**config.mk**
```make
export PLATFORM = sky130hd
export DESIGN_NAME = blit_read_unit
export DESIGN_NICKNAME = d
export VERILOG_FILES = /design/src/rtl/blit_read_unit.sv
export SDC_FILE = /design/constraint.sdc
export NUM_CORES = 1
export LEC_CHECK = 0
export CORE_UTILIZATION = 51
export CTS_BUF_LIST = sky130_fd_sc_hd__clkbuf_2
export DETAILED_ROUTE_END_ITERATION = 16
export GPL_TIMING_DRIVEN = 1
export HOLD_SLACK_MARGIN = 0.08
export PLACE_DENSITY = 0.85
export SYNTH_ARGS = -nofsm -noshare
export SYNTH_HDL_FRONTEND = slang
export SYNTH_SLANG_ARGS = --single-unit
export TNS_END_PERCENT = 5
```
**constraint.sdc**
```tcl
create_clock -name clock -period 3.1 [get_ports clock]
set_input_delay 0.62 -clock clock [delete_from_list [all_inputs] [get_ports clock]]
set_output_delay 0.62 -clock clock [all_outputs]
set_load 0.1 [all_outputs]
```
**src/rtl/blit_read_unit.sv**
```systemverilog
// Blitter source fetch: byte reads, in-order responses paired with queued dst.
// Optional solid-fill path is built when BLIT_READ_FILL_EN is defined.
`timescale 1ns/1ps
module blit_read_unit #(
  parameter int MAX_OUT = 4,
  parameter int ADDR_W  = 26
) (
  input  logic              clock,
  input  logic              resetn,
  input  logic [ADDR_W-1:0] p2_src_addr,
  input  logic [ADDR_W-1:0] p2_dst_addr,
  input  logic              p2_valid,
  output logic              p2_ready,
`ifdef BLIT_READ_FILL_EN
  input  logic              fill_mode,
  input  logic [7:0]        fill_color,
`endif
  input  logic              abort,
  output logic              mem_req,
  output logic [ADDR_W-1:0] mem_addr,
  input  logic              mem_ready,
  input  logic              mem_rvalid,
  input  logic [31:0]       mem_rdata,
  output logic [ADDR_W-1:0] p3_addr,
  output logic [7:0]        p3_data,
  output logic              p3_write,
  output logic              p3_idle,
  output logic              err
);

  localparam int PW = $clog2(MAX_OUT);
  localparam int CW = PW + 1;

  typedef enum logic {RUN, DRAIN} state_t;

  typedef struct packed {
    logic [ADDR_W-1:0] dst;
    logic [1:0]        lane;
  } ent_t;

  state_t        state, state_nx;
  logic [CW-1:0] count, count_nx;
  logic [CW-1:0] wp, rp;
  ent_t          fifo [MAX_OUT];
  ent_t          head;
  logic          run, rv_ok, room;
  logic          issue, pop, fill_acc;
  logic [7:0]    lane_byte, fill_px;

  assign run   = state == RUN;
  assign rv_ok = mem_rvalid && count != '0;
  assign room  = (count < CW'(MAX_OUT)) || mem_rvalid;

`ifdef BLIT_READ_FILL_EN
  logic fill_ok;
  assign fill_ok  = run && !abort && count == '0 && !mem_rvalid;
  assign mem_req  = p2_valid && !fill_mode && room && run && !abort;
  assign p2_ready = fill_mode ? fill_ok
                  : (mem_ready && room && run && !abort);
  assign fill_acc = fill_mode && p2_valid && fill_ok;
  assign fill_px  = fill_color;
`else
  assign mem_req  = p2_valid && room && run && !abort;
  assign p2_ready = mem_ready && room && run && !abort;
  assign fill_acc = 1'b0;
  assign fill_px  = 8'h00;
`endif

  assign mem_addr  = {p2_src_addr[ADDR_W-1:2], 2'b00};
  assign issue     = mem_req && mem_ready;
  assign pop       = rv_ok && run && !abort;
  assign head      = fifo[rp[PW-1:0]];
  assign lane_byte = mem_rdata[{head.lane, 3'b000} +: 8];
  assign count_nx  = count + CW'(issue) - CW'(rv_ok);

  always_comb begin
    state_nx = state;
    case (state)
      RUN:   if (abort && count_nx != '0) state_nx = DRAIN;
      DRAIN: if (count_nx == '0) state_nx = RUN;
      default: state_nx = RUN;
    endcase
  end

  always_ff @(posedge clock)
    if (issue)
      fifo[wp[PW-1:0]] <= '{dst: p2_dst_addr, lane: p2_src_addr[1:0]};

  always_ff @(posedge clock or negedge resetn) begin
    if (!resetn) begin
      state <= RUN;
      count <= '0;
      wp    <= '0;
      rp    <= '0;
      err   <= 1'b0;
    end else begin
      state <= state_nx;
      count <= count_nx;
      err   <= err | (mem_rvalid && count == '0);
      // abort cancels everything queued; responses still owed are drained
      if (run && abort) begin
        wp <= '0;
        rp <= '0;
      end else begin
        if (issue) wp <= wp + 1'b1;
        if (pop)   rp <= rp + 1'b1;
      end
    end
  end

  always_ff @(posedge clock or negedge resetn) begin
    if (!resetn) begin
      p3_write <= 1'b0;
      p3_addr  <= '0;
      p3_data  <= '0;
      p3_idle  <= 1'b1;
    end else begin
      p3_write <= pop || fill_acc;
      p3_idle  <= run && count_nx == '0 && !p2_valid;
      if (pop) begin
        p3_addr <= head.dst;
        p3_data <= lane_byte;
      end else if (fill_acc) begin
        p3_addr <= p2_dst_addr;
        p3_data <= fill_px;
      end
    end
  end

endmodule

```
==> results.md, run 1 <==
- Crit. End Element: register
- Clock-pin slew on the worst setup and hold paths: 0.23 ns
- Largest net degree at the start of global routing: 32
- Static leakage: 2.95 nW
- Ant. Diodes: 0
- Root Buffer: clkbuf_2
- DPL Wire Length: 8.50 mm
- Synth top cells by count: 112 x edfxtp_1, 88 x nand2_1, 44 x dfrtp_1, 28 x mux4_2, 26 x buf_4
- Max cap viols: 0
- VDD IR-drop max: 924 uV
- Final setup fails: 0
- GRT overflow: 0
- Gr usage total: 20.8%
- Total Die Area: 12,800 um^2
- Hold_buf cts: 1
- CTS resizes: 0
- Syn avg cell area: 16.3 um^2
- Worst path arrival time: 3.13 ns
- H-tree Lvls: 4
- Drt total wl: 12.4 mm
- Status: complete, no violations
- Critical Path RT: 3.70 ns
- Period utilization: 81.8%
- Crit-path max cell delay: 0.47 ns
- Ys Warns: 0
- Layout area overhead: 20.9%
- Final Max Slew Viols: 0
- Post-synthesis cell count: 386
- WS Path Type: register to register
- Port buffer count: 104
- Setup tns final: 0 ns
- Routed WL per cell: 19.3 um
- Via density: 5.33
- Worst-path cell chain: nor2_1 > o21a_1 > and3_1 > inv_1 > ha_1 > inv_1 > ha_1 > inv_1 > fa_1 > xnor2_1 > xnor2_1 > nor4_1
- Core area: 12,000 um^2
- CTS Sinks: 157
- Top Ports: 155
- Dominant cell type by area after synthesis: edfxtp_1
- Period minus WS final: 2.54 ns
- # nets final: 582
- Startpoint Class: register
- First-pass GRT wire length: 19.5 mm
- Drt first pass iters: 4
- Slowest cell on the critical path: dfrtp_1
- Total Power: 7.47 mW
- F_max: 394 MHz
- Seq/Total Area, Yosys: 71.4%
- Final instance area: 7600 um^2
- Layout Cells excl Fill: 645
- Initial antenna violation count: 0
- Async set or reset register ratio after synthesis: 28.7%
- Most Frequent Cell on Critical Path: inv_1
- Number of nets with antenna violations after routing: 0
- 1st-iter DRT viols: 161
- Std-Cell Rows: 40
- Initial Util: 52.4%
- Skew-Pair Late Insertion Delay: 0.67 ns
- Primary FF master, synth: edfxtp_1
- Placed instance area: 7280 um^2
- CTS buffer count: 17
- R2r setup slk: 0.56 ns
- Max FO, Critical Path: 5
- Yosys top cell area share: 53.5%
- Placed Instances: 612
- Ranking of synthesized cells by area: edfxtp_1 53%, dfrtp_1 18%, mux4_2 10%
- Fin. Hold Viols: 0
- Chip width: 113 um
- #FFs+latches synth: 157
- Worst-Margin Slew: 0.673 ns
- Max_slew headroom: 55.1%
- Netlist cell types: 31
- Chip height: 113 um
- Vias in the first global route: 3,785
- Count leader, synth: edfxtp_1
- EDFF count, synth: 112
- Longest Clk Path Bufs: 2
- Layout cells sized above 1: 23.3%
- Post-CTS Setup Bufs: 0
- Hold WC Path Type: primary input to register
- Via count: 3,437
- Fin Clk Skew: 0.0412 ns
- RD Place Congestion: 0.782
- Synthesized area: 6290 um^2
- RSZ-0062 raised after global routing: no
- CTS tree: done
- DRC: 0
- Power density cells: 983 nW/um^2
## critical path, delay by kind of cell, from the launching register on
kind,cells,cell delay (ns)
AO/OA/AOI/OAI,1,0.16
XOR/XNOR,2,0.32
adder cells (fa/ha/maj),3,0.76
buffers and inverters,3,0.16
flip-flops,1,0.47
AND/OR/NAND/NOR,3,0.59
## cells in the final DEF (no fill, tap or decap), drive strengths merged, types with 2 or more instances in the layout
cell,instances
nand2b,2
mux2i,16
conb,2
clkbuf,18
inv,9
bufinv,6
xnor2,3
edfxtp,112
o21ai,4
and2,6
o221ai,7
clkdlybuf4s50,64
clkinv,6
nand2,88
buf,56
mux4,28
dfrtp,44
nor2,6
ha,6
## metal layers
layer | global-route usage [%] | wire, um | share of wire [%] | up-vias
met1 | 24.0 | 4780 | 38 | 1703
li1 | - | - | - | 1586
met4 | 8.77 | 328 | 2.6 | 0
met5 | 0 | 0 | 0 | -
met3 | 5.36 | 785 | 6.3 | 33
met2 | 37.0 | 6530 | 53 | 115
## report_power, final
part | internal [mW] | switching (mW)
combinational | 0.925 | 2.43
clock | 0.685 | 0.673
sequential | 2.55 | 0.211
total | 4.16 | 3.31
## layout make-up
type	count	area, um^2
flip-flops and latches	157	4490
fillers	894	4410
multi-input cells	180	1490
repair buffers	121	1090
clock inverters	14	223
well taps	147	184
clock buffers	18	90.1
inverters	8	30.0
## state kept, by name, summed over array words and instances (netlist names)
register	cells
p3_write	1
rp	2
wp	2
state	1
count	3
p3_data	8
fifo	112
p3_idle	1
err	1
p3_addr	26
## worst paths after layout
check	startpoint	end	depth (start not counted)
min in group asynchronous	resetn	count[2]	2
max in group asynchronous	resetn	p3_addr[9]	3
hold reg to reg	err	err	1
setup / recovery	state	p3_idle	12
hold / removal	p2_valid	p3_idle	2
setup reg to reg	state	p3_idle	12
## cell families after synthesis
| group | after synthesis | synth area share [%] |
|---|---|---|
| flip-flops | 157 | 71.4 |
| AND/OR/NAND/NOR | 107 | 6.86 |
| buffers and inverters | 50 | 4.99 |
| multiplexers | 45 | 12.8 |
| AO/OA/AOI/OAI | 16 | 1.93 |
| adder cells (fa/ha/maj) | 7 | 1.51 |
| XOR/XNOR | 3 | 0.418 |
| other | 1 | 0.0596 |
## metrics by stage
stage	utilization [%]	setup WS, ns	hold WS [ns]
2_1_floorplan	-	0.467	0.324
3_3_place_gp	60.6	0.0450	0.462
3_5_place_dp	60.6	-0.0226	0.461
4_1_cts	63.3	0.569	0.402
5_1_grt	63.3	0.358	0.385
6_report	63.3	0.564	0.485
No activity file was read; power rests on OpenSTA's default activity.
==> run 2, diff against run 1 <==
CORE_UTILIZATION = 46   (was 51)
PLACE_DENSITY = 0.81   (was 0.85)
clock period = 2.3 ns   (was 3.1 ns; I/O delays follow)
==> run 2 against run 1 <==
  * Clock skew down 0.017 ns
  * Non-clock buffer count up 16
  * Via count up 4.6%
  * Die area up 11%
  * Sequential power up 33%
  * Critical path type unchanged
  * Critical endpoint is now state
  * Largest cell class unchanged
  * Largest power group unchanged
  * Highest routed layer unchanged
==> results.md, run 2 (same netlist as run 1, synthesis figures left out) <==
- Max FFs per register: 112 (unchanged)
- Core area: 13,300 um^2 (+11%)
- Ant. Diodes: 0 (unchanged)
- # nets final: 598 (+2.7%)
- Final Core Density: 59.2% (-4.1 points)
- Fillers: 987 (+10%)
- 1st-iter DRT viols: 187 (+16%)
- Initial Util: 47.3% (-5.1 points)
- DPL Wire Length: 9.14 mm (+7.5%)
- Clock-pin slew on the worst setup and hold paths: 0.21 ns (-0.02 ns)
- Number of nets with antenna violations after routing: 0 (unchanged)
- Final instance area: 7870 um^2 (+3.5%)
- VDD IR-drop max: 1020 uV (+11%)
- Via count: 3,595 (+4.6%)
- Drt total wl: 12.8 mm (+2.7%)
- Critical Path RT: 2.89 ns (-0.81 ns)
- Layout cells sized above 1: 28.6% (+5.3 points)
- Fin. Hold Viols: 0 (unchanged)
- Root Buffer: clkbuf_2
- H-tree Lvls: 4 (unchanged)
- RSZ-0062 raised after global routing: yes
- Crit. End Element: register
- F_max: 442 MHz (+12%)
- Period minus WS final: 2.26 ns (-0.276 ns)
- CTS tree: done
- Status: complete, no violations
- Drt first pass iters: 5 (+1)
- GRT overflow: 0 (unchanged)
- Hold WC Path Type: primary input to async pin
- Final setup fails: 0 (unchanged)
- Worst path arrival time: 2.85 ns (-0.28 ns)
- Period utilization: 98.3% (+16 points)
- Static leakage: 3.05 nW (+3.4%)
- Largest net degree at the start of global routing: 24 (-25%)
- Longest Clk Path Bufs: 2 (unchanged)
- Routed WL per cell: 18.5 um (-4.0%)
- Commonest non-fill, non-tap cell in the layout: edfxtp_1
- CTS buffer count: 17 (unchanged)
- Port buffer count: 104 (unchanged)
- Initial antenna violation count: 0 (unchanged)
- Chip height: 119 um (+5.2%)
- Max FO, Critical Path: 3 (-2)
- RD Place Congestion: 0.788 (+0.72%)
- Skew-Pair Late Insertion Delay: 0.70 ns (+0.03 ns)
- Layout Cells excl Fill: 690 (+7.0%)
- Top Ports: 155 (unchanged)
- Chip width: 119 um (+5.2%)
- Placed Instances: 655 (+7.0%)
- WS Path Type: register to register
- Startpoint Class: register
- Total Power: 10.1 mW (+35%)
- Total Die Area: 14,100 um^2 (+11%)
- Fin worst setup slack: 0.0400 ns (-0.524 ns)
- Commonest cells after routing, fill and taps aside: 112 x edfxtp_1, 88 x nand2_1, 64 x clkdlybuf4s50_1, 62 x buf_4, 43 x dfrtp_1
- Power density cells: 1280 nW/um^2 (+31%)
- Gr usage total: 19.4% (-1.4 points)
- Placed instance area: 7560 um^2 (+3.8%)
- Max_slew headroom: 60.0% (+4.9 points)
- Fin Clk Skew: 0.0243 ns (-0.0169 ns)
- Layout area overhead: 25.1%
- Setup tns final: 0 ns (unchanged)
- CTS Sinks: 157 (unchanged)
- Via density: 5.21 (-2.2%)
- DRC: 0 (unchanged)
- Max cap viols: 0 (unchanged)
- Final Max Slew Viols: 0 (unchanged)
- Worst-Margin Slew: 0.600 ns (-0.0729 ns)
- Vias in the first global route: 3,864 (+2.1%)
- First-pass GRT wire length: 20.1 mm (+3.5%)
- Hold_ws: 0.261 ns (-0.224 ns)
- Pre-CTS WS: -0.590 ns (-0.568 ns)
- Std-Cell Rows: 42 (+5.0%)
run 2: worst paths after layout:
check,slack (ns),endpoint,startpoint,cells after the start
min in group clock,0.38,fifo[3][16],p2_dst_addr[14],1
setup / recovery,0.04,state,state,13
hold / removal,0.26,p3_addr[5],resetn,2
hold reg to reg,0.49,err,err,1
setup reg to reg,0.04,state,state,13
max in group asynchronous,1.48,p3_addr[13],resetn,3
run 2: cell type report:
cell class | instances | area (um^2) | share of cell area (%)
Clock inverter | 13 | 174 | 2.21
Inverter | 8 | 32.5 | 0.413
Timing Repair Buffer | 137 | 1300 | 16.5
Clock buffer | 19 | 95.1 | 1.21
Sequential cell | 157 | 4490 | 57.1
Tap cell | 176 | 220 | 2.80
Multi-Input combinational cell | 180 | 1550 | 19.7
run 2: worst max-delay path: stages, from the launching register on:
cell,delay [ns]
dfrtp_1,0.46
nor2_4,0.10
o21a_1,0.15
and3_4,0.20
inv_4,0.04
ha_4,0.20
inv_2,0.06
ha_4,0.11
inv_2,0.03
fa_2,0.34
xnor2_2,0.15
xnor2_2,0.15
nor2_1,0.12
nor2_1,0.05
run 2: report_power, final:
| group | internal (mW) | leakage (nW) | switching [mW] |
|---|---|---|---|
| clock | 0.716 | 0.165 | 0.916 |
| combinational | 1.41 | 1.33 | 3.39 |
| sequential | 3.44 | 1.56 | 0.240 |
| total | 5.56 | 3.05 | 4.54 |
run 2: repair_timing:
| item | in CTS | in global routing |
|---|---|---|
| pin swaps | 7 | 0 |
| setup endpoints to repair | 4 | 4 |
| hold buffers | 1 | 0 |
| endpoints found under the hold margin | 23 | 0 |
| gates resized for setup | 3 | 1 |
| buffers inserted | 2 | 0 |
run 2: per-layer routing:
layer  vias to the layer above  wire (um)  GRT usage [%]
met4                         0        462           10.6
met5                         -          0              0
met1                      1793       4900           22.5
met2                       145       6520           32.6
met3                        43        876           5.51
li1                       1614          -              -
==> run 3, diff against run 2 <==
--- a/config.mk
+++ b/config.mk
@@ -12,4 +12,5 @@
 export HOLD_SLACK_MARGIN = 0.08
 export PLACE_DENSITY = 0.81
+export SETUP_SLACK_MARGIN = 0.1
 export SYNTH_ARGS = -nofsm -noshare
 export SYNTH_HDL_FRONTEND = slang
==> constraint.sdc (replaced) <==
create_clock -name clock -period 2.3 [get_ports clock]
set_input_delay 0.69 -clock clock [delete_from_list [all_inputs] [get_ports clock]]
set_output_delay 0.69 -clock clock [all_outputs]
set_load 0.1 [all_outputs]
==> run 3 against run 2 <==
  * Critical path type is now primary input to output pin
  * The run now ends with negative setup slack left
  * Global-route usage up 0.35 points
  * Hold slack improved by 0.17 ns
  * Utilization fell by 0.13 points
  * Sequential power is essentially flat
==> results.md, run 3 (same netlist as run 1, synthesis figures left out) <==
- # nets final: 602 (+0.67%)
- CTS tree: done
- Layout area overhead: 24.9%
- Initial antenna violation count: 0 (unchanged)
- Final Max Slew Viols: 0 (unchanged)
- R2R Path End: p3_idle
- Fin Clk Skew: 0.0228 ns (-0.00146 ns)
- F_max: 394 MHz (-11%)
- Max FFs per register: 112 (unchanged)
- 1st-iter DRT viols: 146 (-22%)
- Via density: 5.07 (-2.7%)
- Clock-pin slew on the worst setup and hold paths: 0.21 ns (about the same)
- Period utilization: 110% (+12 points)
- Violated checks: negative setup slack
- Core area: 13,300 um^2 (unchanged)
- Top Ports: 155 (unchanged)
- DPL Wire Length: 9.07 mm (-0.73%)
- Std-Cell Rows: 42 (unchanged)
- Gr usage total: 19.8% (+0.35 points)
- Number of nets with antenna violations after routing: 0 (unchanged)
- Layout cells sized above 1: 28.4% (-0.22 points)
- Worst path arrival time: 1.85 ns (-1.00 ns)
- Max FO, Critical Path: 2 (-1)
- Final Core Density: 59.1% (-0.13 points)
- Max cap viols: 0 (unchanged)
- Static leakage: 3.04 nW (-0.59%)
- RD Place Congestion: 0.774 (-1.8%)
- Crit-path max cell delay: 0.47 ns (about the same)
- Port buffer count: 104 (unchanged)
- Critical path's top delay family: buffers and inverters
- Commonest cells after routing, fill and taps aside: 112 x edfxtp_1, 88 x nand2_1, 64 x clkdlybuf4s50_1, 62 x buf_4, 43 x dfrtp_1
- RSZ-0062 raised after global routing: yes
- Routed WL per cell: 18.7 um (+1.1%)
- Root Buffer: clkbuf_2
- Period minus WS final: 2.54 ns (+0.280 ns)
- Placed instance area: 7560 um^2 (about the same)
- Critical Path RT: 1.61 ns (-1.28 ns)
- Hold WC Path Type: primary input to async pin
- Chip height: 119 um (unchanged)
- Total Die Area: 14,100 um^2 (unchanged)
- Commonest non-fill, non-tap cell in the layout: edfxtp_1
- Status: finished with violations
- Placed Instances: 660 (+0.76%)
- First-pass GRT wire length: 20.5 mm (+1.5%)
- Via count: 3,519 (-2.1%)
- Drt total wl: 13.0 mm (+1.7%)
- Initial Util: 47.3% (unchanged)
- WS Path Type: primary input to output pin
- Final instance area: 7850 um^2 (-0.22%)
- Vias in the first global route: 3,892 (+0.72%)
- Final setup fails: 4 (+4)
- Slowest cell on the critical path: clkdlybuf4s50_1
- Layout Cells excl Fill: 694 (+0.58%)
- Chip width: 119 um (unchanged)
- VDD IR-drop max: 1090 uV (+7.0%)
- Worst-path cell chain: clkdlybuf4s50_1 > nor2_4 > o21a_1 > buf_4 > and2_4 > buf_12
- Fin. Hold Viols: 0 (unchanged)
- Total stage count of the critical path: 6 (-7)
- Reg2reg start: state
- Drt first pass iters: 4 (-1)
- Power density cells: 1270 nW/um^2 (-1.0%)
- Longest Clk Path Bufs: 2 (unchanged)
- CTS buffer count: 17 (unchanged)
- Crit. End Element: output pin
- Ant. Diodes: 0 (unchanged)
- Skew-Pair Late Insertion Delay: 0.72 ns (+0.02 ns)
- DRC: 0 (unchanged)
- H-tree Lvls: 4 (unchanged)
- Buf/Inv on CP: 3 (unchanged)
- Startpoint Class: primary input
- Largest net degree at the start of global routing: 28 (+17%)
- CTS Sinks: 157 (unchanged)
- Fin worst setup slack: -0.240 ns (-0.280 ns)
- GRT overflow: 0 (unchanged)
- Worst-case reg-to-reg path depth: 12 (-1)
- R2r setup slk: -0.05 ns (-0.09 ns)
- Fillers: 1,021 (+3.4%)
## run 3: area by class of cell
type	count	area (um^2)	area share [%]
clock buffers	17	85.1	1.08
inverters	8	35.0	0.446
repair buffers	141	1320	16.8
multi-input cells	180	1550	19.8
well taps	176	220	2.80
clock inverters	15	145	1.85
flip-flops and latches	157	4490	57.2
## run 3: timing repair
| action | CTS | global route |
|---|---|---|
| pin swaps | 11 | 0 |
| endpoints found under the setup margin | 7 | 11 |
| setup buffers | 1 | 0 |
| resized for setup | 6 | 6 |
| hold buffers | 1 | 0 |
| endpoints found under the hold margin | 18 | 0 |
## run 3: per-stage QoR
step / hold WS (ns) / total power, mW / TNS [ns] / setup WS (ns)
finish: 0.431 / 9.97 / -0.568 / -0.240
floorplan: 0.394 / 7.58 / -0.452 / -0.234
global placement: 0.448 / 8.43 / -19.25 / -0.720
CTS: 0.397 / 10.0 / -0.553 / -0.279
global route: 0.408 / 10.4 / -0.891 / -0.326
detailed placement: 0.453 / 8.52 / -24.17 / -0.850
## run 3: layer usage
metal,vias up,GRT usage (%),part of all wire [%]
met3,47,4.65,5.3
li1,1615,-,-
met1,1758,21.9,38
met4,0,9.97,3.4
met5,-,0,0
met2,99,35.4,54
## run 3: worst max-delay path by stage
stage	from	to	slack [ns]
final	abort	mem_req	-0.24
after floorplan	abort	p3_idle	-0.23
after global placement	abort	p3_idle	-0.72
after global routing	state	p2_ready	-0.33
after CTS	state	mem_req	-0.28
after detailed placement	abort	p3_idle	-0.85
## run 3: power by group
group / switching (mW) / internal, mW
clock network: 0.951 / 0.492
registers: 0.252 / 3.44
logic: 3.39 / 1.45
